[src/rtl/sm83_alu_if.sv]
// Operand, flag and result bundle between the SM83 datapath sequencer and its ALU.
// The sequencer drives the master side; the ALU sits on the slave side.
interface sm83_alu_if;
  logic       carry_capture;
  logic       use_latched_carry;
  logic [4:0] alu_op;
  logic [7:0] alu_a;
  logic [7:0] alu_b;
  logic [3:0] alu_flag_in;
  logic [2:0] alu_bit_index;
  logic [7:0] alu_out;
  logic [3:0] alu_flag_out;
  logic       latched_carry;

  modport master (
    output carry_capture, use_latched_carry, alu_op, alu_a, alu_b,
           alu_flag_in, alu_bit_index,
    input  alu_out, alu_flag_out, latched_carry
  );

  modport slave (
    input  carry_capture, use_latched_carry, alu_op, alu_a, alu_b,
           alu_flag_in, alu_bit_index,
    output alu_out, alu_flag_out, latched_carry
  );
endinterface

[src/rtl/sm83_alu.sv]
// SM83 8-bit ALU: combinational result and flags, plus one latched carry bit that
// chains the low-byte add into the high-byte add for 16-bit address arithmetic.
module sm83_alu (
  input logic       clk,
  input logic       reset,
  sm83_alu_if.slave bus
);
  localparam logic [4:0] OP_ADD   = 5'b00000;
  localparam logic [4:0] OP_ADC   = 5'b00001;
  localparam logic [4:0] OP_SUB   = 5'b00010;
  localparam logic [4:0] OP_SBC   = 5'b00011;
  localparam logic [4:0] OP_AND   = 5'b00100;
  localparam logic [4:0] OP_XOR   = 5'b00101;
  localparam logic [4:0] OP_OR    = 5'b00110;
  localparam logic [4:0] OP_CP    = 5'b00111;
  localparam logic [4:0] OP_RLCA  = 5'b01000;
  localparam logic [4:0] OP_RRCA  = 5'b01001;
  localparam logic [4:0] OP_RLA   = 5'b01010;
  localparam logic [4:0] OP_RRA   = 5'b01011;
  localparam logic [4:0] OP_DAA   = 5'b01100;
  localparam logic [4:0] OP_CPL   = 5'b01101;
  localparam logic [4:0] OP_SCF   = 5'b01110;
  localparam logic [4:0] OP_CCF   = 5'b01111;
  localparam logic [4:0] OP_RLC   = 5'b10000;
  localparam logic [4:0] OP_RRC   = 5'b10001;
  localparam logic [4:0] OP_RL    = 5'b10010;
  localparam logic [4:0] OP_RR    = 5'b10011;
  localparam logic [4:0] OP_SLA   = 5'b10100;
  localparam logic [4:0] OP_SRA   = 5'b10101;
  localparam logic [4:0] OP_SWAP  = 5'b10110;
  localparam logic [4:0] OP_SRL   = 5'b10111;
  localparam logic [4:0] OP_COPYA = 5'b11000;
  localparam logic [4:0] OP_COPYB = 5'b11001;
  localparam logic [4:0] OP_INCB  = 5'b11010;
  localparam logic [4:0] OP_DECB  = 5'b11011;
  localparam logic [4:0] OP_BIT   = 5'b11101;
  localparam logic [4:0] OP_RES   = 5'b11110;
  localparam logic [4:0] OP_SET   = 5'b11111;

  logic       latched_carry_q;
  logic       cin;
  logic       c_arith;
  logic [3:0] fi;
  logic [7:0] a;
  logic [7:0] b;
  logic [7:0] bit_mask;
  logic [8:0] sum9;
  logic [4:0] sum5;
  logic [8:0] diff9;
  logic [4:0] diff5;
  logic [7:0] res;
  logic [3:0] fo;
  logic [7:0] daa_corr;
  logic       daa_c;

  assign a        = bus.alu_a;
  assign b        = bus.alu_b;
  assign cin      = bus.use_latched_carry ? latched_carry_q : bus.alu_flag_in[0];
  assign fi       = {bus.alu_flag_in[3:1], cin};
  assign c_arith  = ((bus.alu_op == OP_ADC) || (bus.alu_op == OP_SBC)) ? cin : 1'b0;
  assign bit_mask = 8'h01 << bus.alu_bit_index;

  // Nine/five-bit widths expose carry and borrow out of bits 7 and 3.
  assign sum9  = {1'b0, a} + {1'b0, b} + {8'h00, c_arith};
  assign sum5  = {1'b0, a[3:0]} + {1'b0, b[3:0]} + {4'h0, c_arith};
  assign diff9 = {1'b0, a} - {1'b0, b} - {8'h00, c_arith};
  assign diff5 = {1'b0, a[3:0]} - {1'b0, b[3:0]} - {4'h0, c_arith};

  always_comb begin
    res      = a;
    fo       = fi;
    daa_corr = 8'h00;
    daa_c    = cin;
    case (bus.alu_op)
      OP_ADD, OP_ADC: begin
        res = sum9[7:0];
        fo  = {res == 8'h00, 1'b0, sum5[4], sum9[8]};
      end
      OP_SUB, OP_SBC, OP_CP: begin
        res = (bus.alu_op == OP_CP) ? a : diff9[7:0];
        fo  = {diff9[7:0] == 8'h00, 1'b1, diff5[4], diff9[8]};
      end
      OP_AND: begin
        res = a & b;
        fo  = {res == 8'h00, 3'b010};
      end
      OP_XOR: begin
        res = a ^ b;
        fo  = {res == 8'h00, 3'b000};
      end
      OP_OR: begin
        res = a | b;
        fo  = {res == 8'h00, 3'b000};
      end
      OP_RLCA, OP_RLC: begin
        res = {a[6:0], a[7]};
        fo  = {bus.alu_op[4] & (res == 8'h00), 2'b00, a[7]};
      end
      OP_RRCA, OP_RRC: begin
        res = {a[0], a[7:1]};
        fo  = {bus.alu_op[4] & (res == 8'h00), 2'b00, a[0]};
      end
      OP_RLA, OP_RL: begin
        res = {a[6:0], cin};
        fo  = {bus.alu_op[4] & (res == 8'h00), 2'b00, a[7]};
      end
      OP_RRA, OP_RR: begin
        res = {cin, a[7:1]};
        fo  = {bus.alu_op[4] & (res == 8'h00), 2'b00, a[0]};
      end
      OP_DAA: begin
        if (!fi[2]) begin
          if (cin || (a > 8'h99)) begin
            daa_corr[6:5] = 2'b11;
            daa_c         = 1'b1;
          end
          if (fi[1] || (a[3:0] > 4'd9)) daa_corr[2:1] = 2'b11;
          res = a + daa_corr;
        end else begin
          if (cin)   daa_corr[6:5] = 2'b11;
          if (fi[1]) daa_corr[2:1] = 2'b11;
          res = a - daa_corr;
        end
        fo = {res == 8'h00, fi[2], 1'b0, daa_c};
      end
      OP_CPL: begin
        res = ~a;
        fo  = {fi[3], 2'b11, fi[0]};
      end
      OP_SCF: fo = {fi[3], 3'b001};
      OP_CCF: fo = {fi[3], 2'b00, ~cin};
      OP_SLA: begin
        res = {a[6:0], 1'b0};
        fo  = {res == 8'h00, 2'b00, a[7]};
      end
      OP_SRA: begin
        res = {a[7], a[7:1]};
        fo  = {res == 8'h00, 2'b00, a[0]};
      end
      OP_SWAP: begin
        res = {a[3:0], a[7:4]};
        fo  = {res == 8'h00, 3'b000};
      end
      OP_SRL: begin
        res = {1'b0, a[7:1]};
        fo  = {res == 8'h00, 2'b00, a[0]};
      end
      OP_COPYA: res = a;
      OP_COPYB: res = b;
      OP_INCB: begin
        res = b + 8'h01;
        fo  = {res == 8'h00, 1'b0, b[3:0] == 4'hF, fi[0]};
      end
      OP_DECB: begin
        res = b - 8'h01;
        fo  = {res == 8'h00, 1'b1, b[3:0] == 4'h0, fi[0]};
      end
      OP_BIT: fo  = {(a & bit_mask) == 8'h00, 2'b01, fi[0]};
      OP_RES: res = a & ~bit_mask;
      OP_SET: res = a | bit_mask;
      default: begin
        res = a;
        fo  = fi;
      end
    endcase
  end

  // The comb path above always sees the pre-edge value, so capture and use can overlap.
  always_ff @(posedge clk or negedge reset) begin
    if (!reset)                 latched_carry_q <= 1'b0;
    else if (bus.carry_capture) latched_carry_q <= fo[0];
  end

  assign bus.alu_out       = res;
  assign bus.alu_flag_out  = fo;
  assign bus.latched_carry = latched_carry_q;
endmodule

[src/flat_wrapper.sv]
// flat-port wrapper written by rule: the top's interface ports become plain ports
module sm83_alu_flat 
  (clk, reset, bus_carry_capture, bus_use_latched_carry, bus_alu_op, bus_alu_a, bus_alu_b, bus_alu_flag_in, bus_alu_bit_index, bus_alu_out, bus_alu_flag_out, bus_latched_carry);
  sm83_alu_if bus_i ();
  input logic clk;
  input logic reset;
  input wire logic [$bits(bus_i.carry_capture)-1:0] bus_carry_capture;
  input wire logic [$bits(bus_i.use_latched_carry)-1:0] bus_use_latched_carry;
  input wire logic [$bits(bus_i.alu_op)-1:0] bus_alu_op;
  input wire logic [$bits(bus_i.alu_a)-1:0] bus_alu_a;
  input wire logic [$bits(bus_i.alu_b)-1:0] bus_alu_b;
  input wire logic [$bits(bus_i.alu_flag_in)-1:0] bus_alu_flag_in;
  input wire logic [$bits(bus_i.alu_bit_index)-1:0] bus_alu_bit_index;
  output wire logic [$bits(bus_i.alu_out)-1:0] bus_alu_out;
  output wire logic [$bits(bus_i.alu_flag_out)-1:0] bus_alu_flag_out;
  output wire logic [$bits(bus_i.latched_carry)-1:0] bus_latched_carry;
  assign bus_i.carry_capture = bus_carry_capture;
  assign bus_i.use_latched_carry = bus_use_latched_carry;
  assign bus_i.alu_op = bus_alu_op;
  assign bus_i.alu_a = bus_alu_a;
  assign bus_i.alu_b = bus_alu_b;
  assign bus_i.alu_flag_in = bus_alu_flag_in;
  assign bus_i.alu_bit_index = bus_alu_bit_index;
  assign bus_alu_out = bus_i.alu_out;
  assign bus_alu_flag_out = bus_i.alu_flag_out;
  assign bus_latched_carry = bus_i.latched_carry;
  sm83_alu u_core (.clk(clk), .reset(reset), .bus(bus_i));
endmodule
[config.mk]
export PLATFORM = sky130hd
export DESIGN_NAME = sm83_alu_flat
export DESIGN_NICKNAME = d
export VERILOG_FILES = /design/src/rtl/sm83_alu_if.sv /design/src/rtl/sm83_alu.sv /design/src/flat_wrapper.sv
export SDC_FILE = /design/constraint.sdc
export NUM_CORES = 1
export LEC_CHECK = 0
export CAP_MARGIN = 15
export CORE_MARGIN = 2
export CORE_UTILIZATION = 24
export CTS_BUF_LIST = sky130_fd_sc_hd__clkbuf_4 sky130_fd_sc_hd__clkbuf_8
export DETAILED_ROUTE_END_ITERATION = 6
export DONT_BUFFER_PORTS = 1
export GPL_TIMING_DRIVEN = 0
export HOLD_SLACK_MARGIN = 0.12
export PLACE_DENSITY = 0.39
export SLEW_MARGIN = 20
export SYNTH_ARGS = -nofsm -noshare
export SYNTH_HDL_FRONTEND = slang
export SYNTH_SLANG_ARGS = --single-unit
export TNS_END_PERCENT = 100
[constraint.sdc]
create_clock -name clk -period 8.3 [get_ports clk]
set_input_delay 1.245 -clock clk [delete_from_list [all_inputs] [get_ports clk]]
set_output_delay 1.245 -clock clk [all_outputs]
set_load 0.01 [all_outputs]
==> impl_results.md <==
* Die Ht at 124 µm
* Clock Skews at 0 ps
* Setup slack after layout at 1320 ps
* Max_cap viols at 0
* CP Data Arrival Time at 5730 ps
* Tmin final at 6980 ps
* Worst VDD drop at 28.1 µV
* Hold Slack at 604 ps
* Number of synthesized flops with an enable pin at 0
* Final period util at 0.840
* Synthesized area at 3480 µm²
* Gp weighted congestion at 0.991
* Final HPWL DP at 14700 µm
* Leakage power at 0.00144 µW
* Drt pass-1 iters at 6
* Slew @ Worst Pin at 1050 ps
* Nets at 615
* Multi-input logic area at 3160 µm²
* Setup TNS Final at 0 ps
* Overall routed net length at 18300 µm
* Initial antenna violation count at 0
* GRT Max-Usage Layer: met2
* Number of I/O pins at 45
* Cell Chain, Critical Path: buf_2, buf_2, buf_2, buf_2, nand4b_1, inv_1, fa_1, ha_1, o21ai_0, a31oi_1, nor2_1, xor2_1, o22ai_1, a2111oi_0, o21ai_0
* Via/cell ratio at 6.02
* RSZ-0062 raised after global routing: no
* Max Clk Rate at 143 MHz
* Final Hold Fails at 0
* Crit path largest cell delay at 710 ps
* Fraction of layout cells with a size suffix above 1 at 0.0713
* Vias in the first global route at 4180
* Layout area overhead at 6.82%
* Die area at 15500 µm²
* GR Util met1 at 0.314
* Routing usage on met2 at 0.364
* Crit-path slowest cell: a2111oi_0
* Crit path required time at 7050 ps
* Initial core utilization at 0.243
* Fill cells at 1641
* Gr usage total at 0.226
* Cts hold-fix bufs at 0
* DRC at 0
* First-pass GRT wire length at 27200 µm
* Mapped Cells at 533
* WL/cell at 25.5 µm
* PwrDens at 70.3 nW/µm²
* Fin. max-slew vios at 0
* FF/Latch Area at 25.0 µm²
* Final setup viols at 0
* Detailed Route Iter0 Violations at 515
* Status: completed
* Most used DFF post-synth: dfrtp_1
* CP max FO at 10
* Tot Pwr at 262 µW
* Crit start category: input pin
* Syn Area/Cell at 6.54 µm²
* Slew HR at 0.298
* Core area at 14400 µm²
* Critical Path Sink Type: output pin
* Max reg flops at 1
* PortBufs at 0
* GRT overflow at 0
* Worst-path clk slew at 0 ps
* Met3 Use GR at 0.0292
* Clk_lat worst skew at 0 ps
* Synth unique cells at 68
* Postcts setup bufs at 0
* WS Path Type: input pin to output pin
* Part of the Yosys area used for sequential elements at 0.00718
* Die Wd at 124 µm
* Async SR Flop Fraction at 1.00
* CTS resizes at 0
* Cell mode on critical path: buf_2
* Yosys reg bits at 1
* Synth Warn # at 0
* Via count at 4319
* # rows at 44
* Syn nets at 613
* Final antenna-violating net count at 0
* Setup WS pre-CTS at 1530 ps
* Largest net degree at the start of global routing at 11
* Hold/Removal Path Class: flop to flop
==> critical path: cells and delay by family <==
kind / cells / cell delay (ps)
AO/OA/AOI/OAI: 5 / 1620
buffers and inverters: 5 / 1330
AND/OR/NAND/NOR: 2 / 520
XOR/XNOR: 1 / 290
adder cells (fa/ha/maj): 2 / 710
==> stage by stage <==
step | instance area [µm²] | cells | util
6_report | 3720 | 718 | 0.259
5_1_grt | 3720 | 717 | 0.259
4_1_cts | 3720 | 717 | 0.259
3_5_place_dp | 3720 | 717 | 0.259
3_3_place_gp | 3710 | 717 | 0.259
2_1_floorplan | 3480 | 533 | -
==> cell families (layout without fill, tap and decap cells) <==
family                     after synthesis  in the layout  synth area share
adders and majority gates               48             48             0.183
xor gates and xnor gates                26             26            0.0653
buffers and inverters                   74             74            0.0887
and+or+nand+nor                        207            207             0.298
other                                    0              1                 0
AOI/OAI and AO/OA                      164            164             0.315
DFF                                      1              1           0.00718
muxes                                   13             13            0.0431
==> synthesized netlist by cell type, drive strengths merged (7+ instances only) <==
| library cell | number | area share |
|---|---|---|
| nand2 | 52 | 0.056 |
| nor2 | 49 | 0.053 |
| o21ai | 45 | 0.066 |
| ha | 43 | 0.15 |
| inv | 37 | 0.040 |
| a21oi | 33 | 0.048 |
| clkbuf | 20 | 0.022 |
| nand3 | 20 | 0.029 |
| buf | 17 | 0.027 |
| xnor2 | 16 | 0.040 |
| nor3 | 15 | 0.022 |
| nand4 | 11 | 0.020 |
| xor2 | 10 | 0.025 |
| nor2b | 9 | 0.016 |
| nor4 | 8 | 0.019 |
| o22ai | 8 | 0.014 |
| or3 | 8 | 0.014 |
| a2111oi | 7 | 0.018 |
| a22oi | 7 | 0.015 |
| a31oi | 7 | 0.013 |
==> layout make-up <==
type                       count  share of cell area
inverter                      37              0.0373
sequential                     1             0.00672
tap                          184              0.0618
multi-input combinational    458               0.848
buffer                        37              0.0457
antenna                        1            0.000672
==> worst paths after layout <==
kind / start / slack [ps] / cells after the start / endpoint
max in group asynchronous: reset / 7280 / 0 / u_core.bus.latched_carry$_DFFE_PN0P_
min in group asynchronous: reset / 950 / 0 / u_core.bus.latched_carry$_DFFE_PN0P_
worst min-delay path: u_core.bus.latched_carry$_DFFE_PN0P_ / 600 / 1 / u_core.bus.latched_carry$_DFFE_PN0P_
worst max register to register: u_core.bus.latched_carry$_DFFE_PN0P_ / 4670 / 13 / u_core.bus.latched_carry$_DFFE_PN0P_
worst min register to register: u_core.bus.latched_carry$_DFFE_PN0P_ / 600 / 1 / u_core.bus.latched_carry$_DFFE_PN0P_
worst max-delay path: bus_alu_op[0] / 1320 / 15 / bus_alu_out[5]
==> layer usage <==
layer | wire [µm] | vias up
li1 | - | 1970
met1 | 7990 | 2073
met2 | 8170 | 243
met3 | 1490 | 33
met4 | 651 | 0
met5 | 0 | -
==> power breakdown <==
part / internal (µW) / leakage, µW / switching [µW]
Sequential: 5.95 / 0.0000123 / 1.35
Combinational: 86.7 / 0.00143 / 168
Clock: 0.00000358 / 0.00000000634 / 0
Total: 92.6 / 0.00144 / 169
==> placed cells by master (no fill, tap or decap), types with 9 or more instances in the layout <==
cell,count
inv_1,36
nand2_1,52
nand3_1,20
nor2_1,49
nor3_1,14
nor2b_1,9
nand4_1,11
a21oi_1,32
clkbuf_1,19
buf_2,15
ha_1,43
o21ai_0,43
xor2_1,10
xnor2_1,16
(Power assumes the default switching activity.)
